### src/rtl/uart_rx_fifo.sv
// 8N1 serial receiver with a two-flop input synchroniser feeding a show-ahead
// byte FIFO; the CPU pops the head byte with a one-cycle rd_en pulse.
module uart_rx_fifo #(
  parameter int unsigned CLK_HZ     = 50000000,
  parameter int unsigned BAUD       = 115200,
  parameter int unsigned FIFO_DEPTH = 8
) (
  input  logic                          clock,
  input  logic                          n_reset,
  input  logic                          uart_rx,
  input  logic                          rd_en,
  output logic [7:0]                    rd_data,
  output logic                          rd_valid,
  output logic [$clog2(FIFO_DEPTH):0]   count,
  output logic                          frame_err,
  output logic                          overrun
);

  localparam int unsigned CLKS_PER_BIT = CLK_HZ / BAUD;
  localparam int unsigned HALF_BIT     = CLKS_PER_BIT / 2;
  localparam int unsigned TICK_W       = $clog2(CLKS_PER_BIT);
  localparam int unsigned PTR_W        = $clog2(FIFO_DEPTH);
  localparam int unsigned CNT_W        = PTR_W + 1;

  localparam logic [TICK_W-1:0] TICK_LAST = TICK_W'(CLKS_PER_BIT - 1);
  localparam logic [TICK_W-1:0] TICK_HALF = TICK_W'(HALF_BIT - 1);
  localparam logic [CNT_W-1:0]  CNT_FULL  = CNT_W'(FIFO_DEPTH);

  typedef enum logic [2:0] {
    S_IDLE,
    S_START,
    S_DATA,
    S_STOP,
    S_BREAK
  } state_e;

  logic              rx_meta_q, rx_s_q;
  state_e            state_q, state_d;
  logic [TICK_W-1:0] tick_q, tick_d;
  logic [2:0]        bit_q, bit_d;
  logic [7:0]        shift_q, shift_d;
  logic              frame_err_q, frame_err_d;
  logic              overrun_q, overrun_d;
  logic              push;

  logic [7:0]        mem_q [FIFO_DEPTH];
  logic [PTR_W-1:0]  wr_ptr_q, wr_ptr_d;
  logic [PTR_W-1:0]  rd_ptr_q, rd_ptr_d;
  logic [CNT_W-1:0]  count_q, count_d;
  logic              full, empty, do_push, do_pop;

  always_comb begin
    state_d     = state_q;
    tick_d      = tick_q;
    bit_d       = bit_q;
    shift_d     = shift_q;
    push        = 1'b0;
    frame_err_d = 1'b0;
    case (state_q)
      S_IDLE: begin
        if (!rx_s_q) begin
          state_d = S_START;
          tick_d  = '0;
        end
      end
      S_START: begin
        if (tick_q == TICK_HALF) begin
          tick_d  = '0;
          bit_d   = '0;
          state_d = rx_s_q ? S_IDLE : S_DATA;
        end else begin
          tick_d = tick_q + 1'b1;
        end
      end
      S_DATA: begin
        // LSB arrives first, so shift right and insert at the MSB
        if (tick_q == TICK_LAST) begin
          tick_d  = '0;
          shift_d = {rx_s_q, shift_q[7:1]};
          bit_d   = bit_q + 1'b1;
          if (bit_q == 3'd7) state_d = S_STOP;
        end else begin
          tick_d = tick_q + 1'b1;
        end
      end
      S_STOP: begin
        if (tick_q == TICK_LAST) begin
          tick_d = '0;
          if (rx_s_q) begin
            push    = 1'b1;
            state_d = S_IDLE;
          end else begin
            frame_err_d = 1'b1;
            state_d     = S_BREAK;
          end
        end else begin
          tick_d = tick_q + 1'b1;
        end
      end
      S_BREAK: begin
        if (rx_s_q) state_d = S_IDLE;
      end
      default: state_d = S_IDLE;
    endcase
  end

  // A pop frees the slot in the same edge, so a push into a full FIFO with a pop is not an overrun
  always_comb begin
    full      = (count_q == CNT_FULL);
    empty     = (count_q == '0);
    do_pop    = rd_en && !empty;
    do_push   = push && (!full || do_pop);
    overrun_d = push && full && !do_pop;
    wr_ptr_d  = do_push ? wr_ptr_q + 1'b1 : wr_ptr_q;
    rd_ptr_d  = do_pop  ? rd_ptr_q + 1'b1 : rd_ptr_q;
    count_d   = count_q;
    case ({do_push, do_pop})
      2'b10:   count_d = count_q + 1'b1;
      2'b01:   count_d = count_q - 1'b1;
      default: count_d = count_q;
    endcase
  end

  always_ff @(posedge clock or negedge n_reset) begin
    if (!n_reset) begin
      rx_meta_q   <= 1'b1;
      rx_s_q      <= 1'b1;
      state_q     <= S_IDLE;
      tick_q      <= '0;
      bit_q       <= '0;
      shift_q     <= '0;
      frame_err_q <= 1'b0;
      overrun_q   <= 1'b0;
      wr_ptr_q    <= '0;
      rd_ptr_q    <= '0;
      count_q     <= '0;
    end else begin
      rx_meta_q   <= uart_rx;
      rx_s_q      <= rx_meta_q;
      state_q     <= state_d;
      tick_q      <= tick_d;
      bit_q       <= bit_d;
      shift_q     <= shift_d;
      frame_err_q <= frame_err_d;
      overrun_q   <= overrun_d;
      wr_ptr_q    <= wr_ptr_d;
      rd_ptr_q    <= rd_ptr_d;
      count_q     <= count_d;
    end
  end

  always_ff @(posedge clock or negedge n_reset) begin
    if (!n_reset) begin
      for (int unsigned i = 0; i < FIFO_DEPTH; i++) mem_q[i] <= '0;
    end else if (do_push) begin
      mem_q[wr_ptr_q] <= shift_q;
    end
  end

  assign rd_data   = mem_q[rd_ptr_q];
  assign rd_valid  = !empty;
  assign count     = count_q;
  assign frame_err = frame_err_q;
  assign overrun   = overrun_q;

endmodule

### config.mk
export PLATFORM = sky130hd
export DESIGN_NAME = uart_rx_fifo
export DESIGN_NICKNAME = d
export VERILOG_FILES = /design/src/rtl/uart_rx_fifo.sv
export SDC_FILE = /design/constraint.sdc
export NUM_CORES = 1
export LEC_CHECK = 0
export BUFFER_PORTS_ARGS = -buffer_cell sky130_fd_sc_hd__buf_2
export CAP_MARGIN = 15
export CORE_ASPECT_RATIO = 1.75
export CORE_MARGIN = 5
export CORE_UTILIZATION = 40
export CTS_CLUSTER_SIZE = 16
export DETAILED_ROUTE_END_ITERATION = 12
export GPL_TIMING_DRIVEN = 0
export PLACE_DENSITY_LB_ADDON = 0.1
export SKIP_LAST_GASP = 1
export SYNTH_ARGS = -nofsm -noshare
export SYNTH_HDL_FRONTEND = slang
export SYNTH_SLANG_ARGS = --single-unit
### constraint.sdc
create_clock -name clock -period 2.6 [get_ports clock]
set_input_delay 0.26 -clock clock [delete_from_list [all_inputs] [get_ports clock]]
set_output_delay 0.26 -clock clock [all_outputs]
set_load 0.02 [all_outputs]
# Word-level counts from Yosys, hierarchy flattened
# Index checks and enable logic that the tools add are counted.
totals:
  regBits: 101
  word_cells: 94
  output_inout_bits: 15
  input_bits: 4
op_classes:
  reduce_logical: 19
  magnitude_cmp: 3
  mux: 29
  n_bitwise: 2
  eq_ne: 16
  addsub: 6
ops:
  columns: ["cell", "count"]
  rows:
  - ["$bwmux 64", 1]
  - ["$mux 3", 9]
  - ["$mux 9", 3]
  - ["$pmux 9 s3", 1]
  - ["$bmux 8 s3", 1]
  - ["$demux 8 s3", 1]
  - ["$mux 8", 3]
  - ["$pmux 3 s5", 1]
  - ["$ne 2x2->1 const B", 6]
  - ["$add 3x1->3 const B", 3]
  - ["$add 9x1->9 const B", 1]
  - ["$eq 9x8->1 const B", 1]
  - ["$eq 9x9->1 const B", 1]
  - ["$ge 4x4->1 const B", 2]
  - ["$not 3->4", 2]
  - ["$pmux 4 s2", 1]
  - ["$eq 3x2->1 const B", 2]
  - ["$eq 3x3->1 const B", 2]
  - ["$mux 1", 6]
  - ["$pmux 3 s2", 1]
  - ["$reduce_and 6->1", 1]
  - ["$logic_and 1x1->1", 5]
  - ["$add 4x1->4 const B", 1]
  - ["$eq 4x4->1 const B", 1]
  - ["15 further kinds", 19]

# Depth between registers and ports, before layout
# Gate-level depths: netlist of run 1.
depth:
  word_depth: 7
  depth_mapped: 13
  depth_no_buf: 12

# Least setup slack after synthesis of run 1
# OpenSTA, ideal clock, no wires.
synth_path:
  path_kind: "flip-flop to flip-flop"
  from: "reg tick_q[1]"
  to: "reg count_q[2] (netlist: count[2])"
  setup_ns: 0.135
  t_required_ns: 2.465
  setup_slack_ns: 0.072
  n_path_buf: 1
  period_less_slack_ns: 2.528
  path_stages_with_launch: 14
  arrival_time_ns: 2.393
  cell_sequence: "dfrtp_1 -> inv_1 -> ha_1 -> and4bb_2 -> and4_1 -> buf_2 -> nand2_1 -> ha_1 -> xor2_1 -> ha_1 -> a21oi_1 -> xor2_1 -> nor2_1 -> xor2_1"
synth_via:
  elab_chain_len: 6
  elab_cells_between_ends: 8
  classes_between: "eq/ne (3); mux (3); reduce/logical (2)"
synth_lines:
  columns: ["item", "line", "rtl"]
  rows:
  - ["from (decl)", "39", "logic [TICK_W-1:0] tick_q, tick_d;"]
  - ["from (signal assigned)", "141", "tick_q <= tick_d;"]
  - ["$eq 9x9->1 (*)", "87", "if (tick_q == TICK_LAST) begin"]
  - ["$mux 1 (*)", "87", null]
  - ["$mux 1 (*)", "59", "case (state_q)"]
  - ["$logic_and 1x1->1 (*)", "112", "do_push = push && (!full || do_pop);"]
  - ["$eq 2x1->1 or $eq 2x2->1 (tied branches)", "117", "case ({do_push, do_pop})"]
  - ["$pmux 4 s2 or $reduce_bool 2->1 (tied branches)", null, null]
  - ["to (signal assigned)", "148", "count_q <= count_d;"]
  - ["to (decl)", "49", "logic [CNT_W-1:0] count_q, count_d;"]
# Mark *: on every way between the ends. The rest lies on a longest branch, timed or not.
# A chain may end at the register's enable or synchronous reset.

# Final worst setup path of run 1
layout_path:
  from: "reg rd_ptr_q[1]"
  to: "out rd_data[4]"
layout_via:
  elab_chain_len: 4
layout_lines:
  columns: ["item", "line", "rtl"]
  rows:
  - ["from (decl)", "48", "logic [PTR_W-1:0] rd_ptr_q, rd_ptr_d;"]
  - ["from (signal assigned)", "147", "rd_ptr_q <= rd_ptr_d;"]
  - ["$not 3->4 (implied by the code)", "160", "assign rd_data = mem_q[rd_ptr_q];"]
  - ["$bmux 8 s3", "160", null]
  - ["$mux 8 (implied by the code) (2 in series)", "160", null]
  - ["to (decl)", "12", "output logic [7:0] rd_data,"]
# No other way between the ends. The select of a mux whose other input is x is not followed.

==> impl_results.md, run 1 <==
* Most common flop cell mapped by yosys: sky130_fd_sc_hd__dfrtp_1
* Worst-skew pair later-pin latency at around 0.35 ns
* Number of flops mapped to enable cells by yosys at 0
* Number of hold-slack violations in the final timing report at 0
* Clock-pin transition on the worst setup and hold timing paths at about 0.070 ns
* Internal reg-to-reg setup slack at 0.16 ns
* Post-placement setup slack at -0.221 ns
* Die Wd at ~93 microns
* Status: finished clean
* Floorplan die height at ~160 microns
* Detailed-route DRC error count at 0
* Level count of the clock H-tree at 3
* Critical path launch point type: flop
* Slew Limit Fails at 0
* Rows at between 50 and 60
* GP Congestion at ~0.75
* Worst hold path cell count at 3
* YS warnings at 0
* Total power at around 3 mW
* Synth unique cells at 48
* Number of CTS-inserted buffers at 9
* DR pass1 iterations at 4
* Area growth from synthesis to layout at 13.8%
* Final antenna-violating net count at 0
* FFs w/ async S/R, synth at 1.00
* CTS tree: built
* Initial standard-cell utilization of the core at 0.407
* Areal power density over the cells at between 500 and 600 nW/um^2
* Tightest slew margin relative to the limit at 0.465
* Buffer type at the clock tree root: sky130_fd_sc_hd__clkbuf_16
* DP Area at between 5000 and 6000 sq um
* Via count of the first global-routing pass at ~3100
* Number of vias per cell at 5.41
* Most common cell after layout, fill and taps aside: sky130_fd_sc_hd__dfrtp_1
* Fraction of layout instances using a drive strength above 1 at 0.410
* Setup Crit Path Kind: reg -> out
* Number of design-rule violations left by the first detailed-router iteration at 63
* Endpoint required time on the critical path at between 2 and 2.5 ns
* Final-report setup violation count at 0
* Sequential cell area fraction in the yosys report at 0.521
* Maximum number of pins on one net before global-route repair at 72
* Die area at ~15000 sq um
* RSZ-0062 raised after global routing: no
* Crit path max fanout at 10
* Diode insertion count for antenna repair at 0
* Routed Wire Length at around 10000 microns
* Type of the tightest min-delay check: in -> reg
* Endpoint type of the worst setup path: output port
* Number of antenna violations at the first check in global routing at 0
* I/O Pins at 19
* Post-route cell area at approximately 5500 sq um
* Transition at the pin with the smallest max-transition slack at ~0.8 ns
* Post-route fraction of the period consumed by the critical path at 0.943
* Clock Skews at between 0.009 and 0.01 ns
* Average size of a mapped cell at ~14 sq um
* Tot GR Track Use at 0.154
* Final worst-path setup slack at between 0.1 and 0.15 ns
* Worst IR Drop VDD at about 300 uV
* Clock Tree Buf Depth at 2
* Max_cap viols at 0
* Path depth of the worst reg2reg path at 7
* Drt wl/cell at 19.4 microns
* Flip-flop and latch count after synthesis at 101
* Number of nets in the synthesized netlist at 367
* Grt ovf at 0
* Detailed-route via count at roughly 2900
* Mapped cell area at between 4000 and 5000 sq um
* Commonest cells after routing, fill and taps aside: sky130_fd_sc_hd__dfrtp_1, sky130_fd_sc_hd__mux2_2, sky130_fd_sc_hd__buf_2, sky130_fd_sc_hd__nand2_1, sky130_fd_sc_hd__mux4_2
* Minimum clock period after layout at around 2.5 ns
* HPWL after detailed placement at 6970 microns
* Achievable Freq at 0.408 GHz
* Number of standard cells after synthesis at 353
* Standby leakage power at 2.69 nW
* Core region area at about 12000 sq um
* Worst path arrival time at about 2.2 ns
* Num Clock Sinks at between 100 and 150
* Post-layout nets at roughly 400
* Total of buffers placed on input and output ports at 18
* Wire length of the first global-routing pass at 17000 microns
## through the flow
step	hold WS, ns	TNS, ns	util	cells
after floorplan	-0.0356	0	-	353
after global placement	0.347	-0.363	0.429	508
after detailed placement	0.235	-0.530	0.431	509
after CTS	0.191	0	0.460	528
after global routing	0.217	0	0.463	527
final	0.196	0	0.463	527
## registers in the layout, indices dropped and copies added, names as in the netlist
name,count
rx_s_q,1
shift_q,8
rd_ptr_q,3
count,4
state_q,3
overrun,1
mem_q,64
frame_err,1
rx_meta_q,1
bit_q,3
tick_q,9
wr_ptr_q,3
## Yosys cell counts (all sizes together) (5+ instances only)
library cell | instances | area, sq um
dfrtp | 99 | 2480
nand2 | 20 | 75.1
clkbuf | 5 | 18.8
buf | 16 | 75.1
nand3 | 6 | 30.0
nand4 | 6 | 52.6
nor2 | 12 | 45.0
inv | 6 | 22.5
mux4 | 16 | 360
xnor2 | 5 | 43.8
a21oi | 8 | 43.8
mux2 | 84 | 976
ha | 10 | 125
nor2b | 6 | 37.5
o21ai | 6 | 30.0
## layout make-up
cell class                 count  area, sq um
fill                        1106         6410
clock inverter                 5         58.8
clock buffer                  11          243
timing repair buffer          22          148
inverter                       6         22.5
buffer                        20          108
multi-input combinational    225         2240
tap                          137          171
sequential                   101         2530
## power by group
| group | leakage [nW] | total [mW] | internal [mW] | switching [mW] |
|---|---|---|---|---|
| Combinational | 1.15 | 0.0465 | 0.0111 | 0.0354 |
| Clock | 0.142 | 1.37 | 0.775 | 0.594 |
| Sequential | 1.39 | 1.58 | 1.57 | 0.00232 |
| Total | 2.69 | 2.99 | 2.36 | 0.632 |
## critical path, stage by stage, from the launching register on
cell and delay (ns):
sky130_fd_sc_hd__dfrtp_1 0.35, sky130_fd_sc_hd__clkbuf_2 0.28, sky130_fd_sc_hd__clkbuf_2 0.37, sky130_fd_sc_hd__mux4_2 0.39
sky130_fd_sc_hd__mux2_2 0.29, sky130_fd_sc_hd__buf_2 0.16
## logic make-up (layout without fill, tap and decap cells)
| logic type | Yosys count | count (layout) | share of synthesized area |
|---|---|---|---|
| xor gates and xnor gates | 9 | 9 | 0.0162 |
| adders and majority gates | 10 | 10 | 0.0258 |
| and+or+nand+nor | 73 | 73 | 0.0922 |
| muxes | 100 | 100 | 0.275 |
| DFF | 101 | 101 | 0.521 |
| AOI/OAI and AO/OA | 33 | 33 | 0.0456 |
| buffers and inverters | 27 | 64 | 0.0240 |
## worst paths after layout
check | from | end
setup / recovery | rd_ptr_q[1] | rd_data[4]
hold / removal | rd_en | rd_ptr_q[2]
min in group asynchronous | n_reset | mem_q[29]
hold reg to reg | rx_meta_q | rx_s_q
setup reg to reg | tick_q[1] | mem_q[39]
max in group asynchronous | n_reset | mem_q[35]
## timing repair
item                       CTS  global route
hold buffers                 2             0
setup endpoints to repair   12             9
setup buffers                1             0
hold endpoints to repair    29             0
gates resized for setup      7             8
## metal layers
layer | wire length [microns] | vias to the layer above | track usage
met5 | 0 | - | 0
met1 | 4170 | 1455 | 0.183
met4 | 243 | 0 | 0.0629
li1 | - | 1358 | -
met3 | 199 | 13 | 0.0203
met2 | 5610 | 24 | 0.276
Note: power is estimated with default switching activity, not from simulation.
==> inputs of run 2 (changes only) <==
- CORE_MARGIN: 5 -> 2
==> impl_results.md, run 2 (synthesis results as in run 1) <==
* CTS tree: built
* HPWL after detailed placement at 6860 microns (-1.6%)
* Largest reg by FF count: mem_q
* Number of flip-flops in the largest register at 64 (unchanged)
* Achievable Freq at 0.400 GHz (-1.8%)
* Registers with the highest flip-flop counts: mem_q x64, tick_q x9, shift_q x8
* Status: finished clean
* Internal power summed over all cells at 2.44 mW (+3.4%)
* Setup Crit Path Kind: reg -> reg
* Post-route non-filler standard cell count at 529 (+0.38%)
* Via count of the first global-routing pass at 3091 (-1.4%)
* Crit path max fanout at 8 (-2)
* Number of hold-slack violations in the final timing report at 0 (unchanged)
* Die Wd at 87.3 microns (-6.4%)
* Type of the tightest min-delay check: in -> reg
* Reg2Reg Capture Point: count[2]
* Post-placement setup slack at -0.233 ns (-0.0120 ns)
* Num Clock Sinks at 101 (unchanged)
* Core region area at 11900 sq um (unchanged)
* Final worst-path setup slack at 0.102 ns (-0.0451 ns)
* Worst-path cell chain: inv_1 -> ha_1 -> and4bb_2 -> and4_1 -> clkbuf_4 -> nand2_4 -> ha_4 -> xor2_1 -> ha_1 -> a21oi_2 -> xor2_1 -> nor2_1 -> xor2_1
* Path depth of the worst reg2reg path at 13 (+6)
* Worst path arrival time at 2.72 ns (+0.53 ns)
* Clock Tree Buf Depth at 2 (unchanged)
* Number of design-rule violations left by the first detailed-router iteration at 107 (+70%)
* Post-Place Cells at 509 (unchanged)
* Most common cell after layout, fill and taps aside: sky130_fd_sc_hd__dfrtp_1
* Worst IR Drop VDD at 307 uV (+2.2%)
* DR pass1 iterations at 4 (unchanged)
* Worst stage delay on the critical path at 0.41 ns (+0.02 ns)
* GP Congestion at 0.771 (+3.2%)
* Standby leakage power at 2.71 nW (+0.90%)
* Drt wl/cell at 19.6 microns (+0.91%)
* Die area at 13100 sq um (-10%)
* Clock Skews at 0.00884 ns (-0.00102 ns)
* Final-report setup violation count at 0 (unchanged)
* Rows at 53 (unchanged)
* Clock-pin transition on the worst setup and hold timing paths at 0.07 ns (about the same)
* Transition at the pin with the smallest max-transition slack at 0.784 ns (-0.0133 ns)
* Crit Reg-Reg Startpoint: tick_q[1]
* Level count of the clock H-tree at 3 (unchanged)
* Critical path launch point type: flop
* Capturing instance or port of the critical path: count[2]
* Detailed-route DRC error count at 0 (unchanged)
* Combinational share of power at 0.016 (about the same)
* Critical path's most frequent cell: sky130_fd_sc_hd__xor2_1
* Endpoint type of the worst setup path: flop
* RSZ-0062 raised after global routing: yes
* Detailed-route via count at 2920 (+2.5%)
* Slew Limit Fails at 0 (unchanged)
* Commonest cells after routing, fill and taps aside: sky130_fd_sc_hd__dfrtp_1, sky130_fd_sc_hd__mux2_2, sky130_fd_sc_hd__buf_2, sky130_fd_sc_hd__nand2_1, sky130_fd_sc_hd__mux4_2
* Fraction of layout instances using a drive strength above 1 at 0.413 (+0.00301)
* Switching part of the total power at 0.201 (-0.00985)
* Floorplan die height at 150 microns (-3.9%)
* Minimum clock period after layout at 2.50 ns (+0.0451 ns)
* Post-layout nets at 401 (+0.50%)
* Maximum number of pins on one net before global-route repair at 71 (-1.4%)
* Worst-skew pair later-pin latency at 0.34 ns (about the same)
* Tot GR Track Use at 0.173 (+0.0196)
* Endpoint required time on the critical path at 2.82 ns (+0.48 ns)
* Areal power density over the cells at 549 nW/um^2 (+1.5%)
* Buffer type at the clock tree root: sky130_fd_sc_hd__clkbuf_16
* Number of CTS-inserted buffers at 9 (unchanged)
* Diode insertion count for antenna repair at 0 (unchanged)
* Area growth from synthesis to layout at 14.5%
* Post-route fraction of the period consumed by the critical path at 0.961 (+0.0173)
* Sw Pwr at 615 uW (-2.7%)
* Grt ovf at 0 (unchanged)
* Tightest slew margin relative to the limit at 0.474 (+0.00896)
* Crit path max-delay cell type: sky130_fd_sc_hd__dfrtp_1
* Max_cap viols at 0 (unchanged)
* I/O Pins at 19 (unchanged)
* Routed Wire Length at 10400 microns (+1.3%)
* Total of buffers placed on input and output ports at 18 (unchanged)
* Flop pwr share at 0.515 (-0.012)
* Number of antenna violations at the first check in global routing at 0 (unchanged)
* Internal reg-to-reg setup slack at 0.10 ns (-0.06 ns)
* Wire length of the first global-routing pass at 16800 microns (-1.2%)
* CP Launch Point: tick_q[1]
* Initial standard-cell utilization of the core at 0.407 (unchanged)
* Clock network fraction of design power at 0.469 (+0.011)
* Number of vias per cell at 5.52 (+2.1%)
* Final antenna-violating net count at 0 (unchanged)
==> run 2: metal layers <==
metal | global-route usage | part of all wire | vias to the layer above
li1 | - | - | 1360
met1 | 0.202 | 0.40 | 1499
met2 | 0.314 | 0.56 | 45
met3 | 0.0298 | 0.021 | 16
met4 | 0.0608 | 0.019 | 0
met5 | 0 | 0 | -
==> run 2: critical path, delay by kind of cell (launching register included) <==
family | cells | cell delay (ns)
simple gates | 4 | 0.59
fa+ha+maj | 3 | 0.54
xor+xnor | 3 | 0.43
flops | 1 | 0.41
buf+inv | 2 | 0.27
compound gates | 1 | 0.12
==> run 2: worst min path at each step <==
stage / end / cells past startpoint / slack (ns) / startpoint
2_1_floorplan: bit_q[0] / 0 / -0.04 / n_reset
3_3_place_gp: rx_s_q / 0 / 0.35 / rx_meta_q
3_5_place_dp: mem_q[30] / 1 / 0.24 / n_reset
4_1_cts: rd_ptr_q[2] / 3 / 0.19 / rd_en
5_1_grt: rd_ptr_q[2] / 3 / 0.22 / rd_en
6_report: rd_ptr_q[2] / 3 / 0.21 / rd_en
==> run 2: power by group through the flow <==
| stage | Clock [mW] | Sequential (mW) | Combinational (mW) |
|---|---|---|---|
| after CTS | 1.48 | 1.57 | 0.0516 |
| after global placement | 0 | 1.60 | 0.0409 |
| after detailed placement | 0 | 1.60 | 0.0488 |
| after global routing | 1.54 | 1.57 | 0.0577 |
| final | 1.43 | 1.57 | 0.0494 |
| after floorplan | 0 | 1.60 | 0.00554 |
==> run 2: what timing repair did <==
action,in CTS,in global routing
endpoints found under the setup margin,12,32
setup buffers,1,1
hold buffers,2,0
gates resized for setup,7,7
endpoints found under the hold margin,30,0
pin swaps,0,0
==> run 2: metrics by stage <==
stage	cell area, sq um	setup TNS, ns	hold slack [ns]	power (mW)	util
3_5_place_dp	5150	-0.401	0.245	1.65	0.431
5_1_grt	5560	-0.0507	0.216	3.17	0.466
3_3_place_gp	5120	-0.599	0.346	1.64	0.429
2_1_floorplan	4860	0	-0.0356	1.61	-
4_1_cts	5520	-0.0115	0.189	3.10	0.462
6_report	5560	0	0.208	3.05	0.466
==> run 2: area by class of cell <==
cell class                      instances  area (sq um)
Fill cell                            1099          6380
Sequential cell                       101          2530
Multi-Input combinational cell        225          2250
Clock buffer                           14           284
Tap cell                              137           171
Timing Repair Buffer                   23           155
Buffer                                 21           108
Clock inverter                          2          38.8
Inverter                                6          22.5
==> inputs of run 3 (changes only) <==
- BUFFER_PORTS_ARGS: -buffer_cell sky130_fd_sc_hd__buf_2 -> -buffer_cell sky130_fd_sc_hd__buf_4
- clock period: 2.6 -> 2.5 ns (I/O delays scaled with it)
==> impl_results.md, run 3 (synthesis results as in run 1) <==
* Final-report setup violation count at 0 (unchanged)
* Clock Skews at 0.00757 ns (-0.00126 ns)
* Post-placement setup slack at -0.288 ns (-0.0549 ns)
* Detailed-route DRC error count at 0 (unchanged)
* Total of buffers placed on input and output ports at 18 (unchanged)
* DP Area at 5190 sq um (+0.87%)
* Routed Wire Length at 10300 microns (-0.21%)
* RSZ-0062 raised after global routing: no
* Worst IR Drop VDD at 297 uV (-3.2%)
* Slew Limit Fails at 0 (unchanged)
* Number of design-rule violations left by the first detailed-router iteration at 97 (-9.3%)
* Achievable Freq at 0.418 GHz (+4.5%)
* Final antenna-violating net count at 0 (unchanged)
* Commonest cells after routing, fill and taps aside: sky130_fd_sc_hd__dfrtp_1, sky130_fd_sc_hd__mux2_2, sky130_fd_sc_hd__buf_4, sky130_fd_sc_hd__nand2_1, sky130_fd_sc_hd__mux4_2
* Status: finished clean
* Crit path max fanout at 8 (unchanged)
* Level count of the clock H-tree at 3 (unchanged)
* Number of hold-slack violations in the final timing report at 0 (unchanged)
* Number of antenna violations at the first check in global routing at 0 (unchanged)
* DR pass1 iterations at 4 (unchanged)
* Post-route cell area at 5590 sq um (+0.56%)
* Total negative slack for setup checks at 0 ns (unchanged)
* Area growth from synthesis to layout at 15.1%
* Core region area at 11900 sq um (unchanged)
* Setup Crit Path Kind: reg -> reg
* Worst-skew pair later-pin latency at 0.34 ns (about the same)
* HPWL after detailed placement at 6880 microns (+0.28%)
* Fraction of layout instances using a drive strength above 1 at 0.427 (+0.0142)
* Tot GR Track Use at 0.174 (about the same)
* Clock-pin transition on the worst setup and hold timing paths at 0.07 ns (about the same)
* Areal power density over the cells at 537 nW/um^2 (-2.2%)
* Standby leakage power at 2.70 nW (-0.37%)
* Number of vias per cell at 5.54 (+0.32%)
* I/O Pins at 19 (unchanged)
* Diode insertion count for antenna repair at 0 (unchanged)
* Via count of the first global-routing pass at 3060 (-1.0%)
* CTS tree: built
* Largest reg by FF count: mem_q
* GP Congestion at 0.754 (-2.2%)
* Post-route fraction of the period consumed by the critical path at 0.956 (-0.00423)
* Wire length of the first global-routing pass at 16800 microns (+0.12%)
* Die area at 13100 sq um (unchanged)
* Num Clock Sinks at 101 (unchanged)
* Critical path launch point type: flop
* Rows at 53 (unchanged)
* Drt wl/cell at 19.5 microns (-0.40%)
* Endpoint type of the worst setup path: flop
* Grt ovf at 0 (unchanged)
* Final worst-path setup slack at 0.109 ns (+0.00664 ns)
* Endpoint required time on the critical path at 2.73 ns (-0.09 ns)
* Post-Place Cells at 509 (unchanged)
* Post-route non-filler standard cell count at 530 (+0.19%)
* Buffer type at the clock tree root: sky130_fd_sc_hd__clkbuf_16
* Clock Tree Buf Depth at 2 (unchanged)
* Worst-path cell chain: inv_2 -> ha_2 -> and4bb_2 -> and4_1 -> buf_6 -> nand2_4 -> ha_4 -> xor2_1 -> ha_2 -> a21oi_2 -> xor2_1 -> nor2_1 -> xor2_1
* Post-layout nets at 402 (+0.25%)
* Registers with the highest flip-flop counts: mem_q x64, tick_q x9, shift_q x8
* Initial standard-cell utilization of the core at 0.407 (unchanged)
* Transition at the pin with the smallest max-transition slack at 0.777 ns (-0.00631 ns)
* Critical path's most frequent cell: sky130_fd_sc_hd__xor2_1
* Post-Route Hold Slack at 0.201 ns (-0.00698 ns)
* Max_cap viols at 0 (unchanged)
* Type of the tightest min-delay check: in -> reg
* Floorplan die height at 150 microns (unchanged)
* Worst path arrival time at 2.62 ns (-0.10 ns)
* Number of flip-flops in the largest register at 64 (unchanged)
* Tightest slew margin relative to the limit at 0.478 (+0.00424)
* Worst stage delay on the critical path at 0.39 ns (-0.02 ns)
* Number of CTS-inserted buffers at 9 (unchanged)
* Detailed-route via count at 2935 (+0.51%)
* Die Wd at 87.3 microns (unchanged)
* Minimum clock period after layout at 2.39 ns (-0.107 ns)
* Crit path max-delay cell type: sky130_fd_sc_hd__dfrtp_1
* Most common cell after layout, fill and taps aside: sky130_fd_sc_hd__dfrtp_1
* Maximum number of pins on one net before global-route repair at 67 (-5.6%)
run 3: changes by cell type in the layout (fill, tap and decap cells not counted), sizes merged:
cell	change
clkbuf	-6
buf	+5
clkinv	+2
bufinv	-1
clkinvlp	+1
run 3: what timing repair did:
| item | in CTS | in global routing |
|---|---|---|
| endpoints found under the setup margin | 35 | 23 |
| gates resized for setup | 13 | 9 |
| pin swaps | 0 | 3 |
| hold buffers | 2 | 0 |
| setup buffers | 2 | 2 |
| endpoints found under the hold margin | 34 | 0 |
run 3: area by class of cell:
| class | instances | area, sq um |
|---|---|---|
| plain buffers | 20 | 118 |
| repair buffers | 25 | 213 |
| fillers | 1102 | 6350 |
| inverters | 6 | 22.5 |
| clock inverters | 4 | 22.5 |
| multi-input cells | 225 | 2260 |
| clock buffers | 12 | 256 |
| flip-flops and latches | 101 | 2530 |
| well taps | 137 | 171 |
run 3: metal layers:
metal  global-route usage  wire length, microns  up-vias
li1                     -                     -     1369
met1                0.213                  4290     1524
met2                0.300                  5620       29
met3               0.0314                   234       13
met4               0.0631                   191        0
met5                    0                     0        -
run 3: path summary, 6_finish.rpt:
kind                                 from     endpoint  slack [ns]  cells after the start
min in group asynchronous         n_reset     mem_q[6]        0.41                      2
worst min-delay path                rd_en  rd_ptr_q[2]        0.20                      3
worst min register to register  rx_meta_q       rx_s_q        0.36                      0
worst max-delay path            tick_q[1]     count[2]        0.11                     13
worst max register to register  tick_q[1]     count[2]        0.11                     13
max in group asynchronous         n_reset    tick_q[1]        1.38                      3
run 3: metrics by stage:
| stage | utilization | power (mW) |
|---|---|---|
| global placement | 0.433 | 1.71 |
| floorplan | - | 1.67 |
| global route | 0.468 | 3.12 |
| CTS | 0.465 | 3.04 |
| detailed placement | 0.435 | 1.72 |
| finish | 0.468 | 3.00 |
run 3: report_power, final:
group          internal, mW  switching (mW)
logic                0.0126          0.0371
clock network         0.725           0.591
registers              1.64         0.00249
run 3: critical path: cells and delay by family, from the launching register on:
kind	cells	cell delay, ns
XOR/XNOR	3	0.43
flip-flops	1	0.39
buffers and inverters	2	0.19
AO/OA/AOI/OAI	1	0.11
AND/OR/NAND/NOR	4	0.61
adder cells (fa/ha/maj)	3	0.54
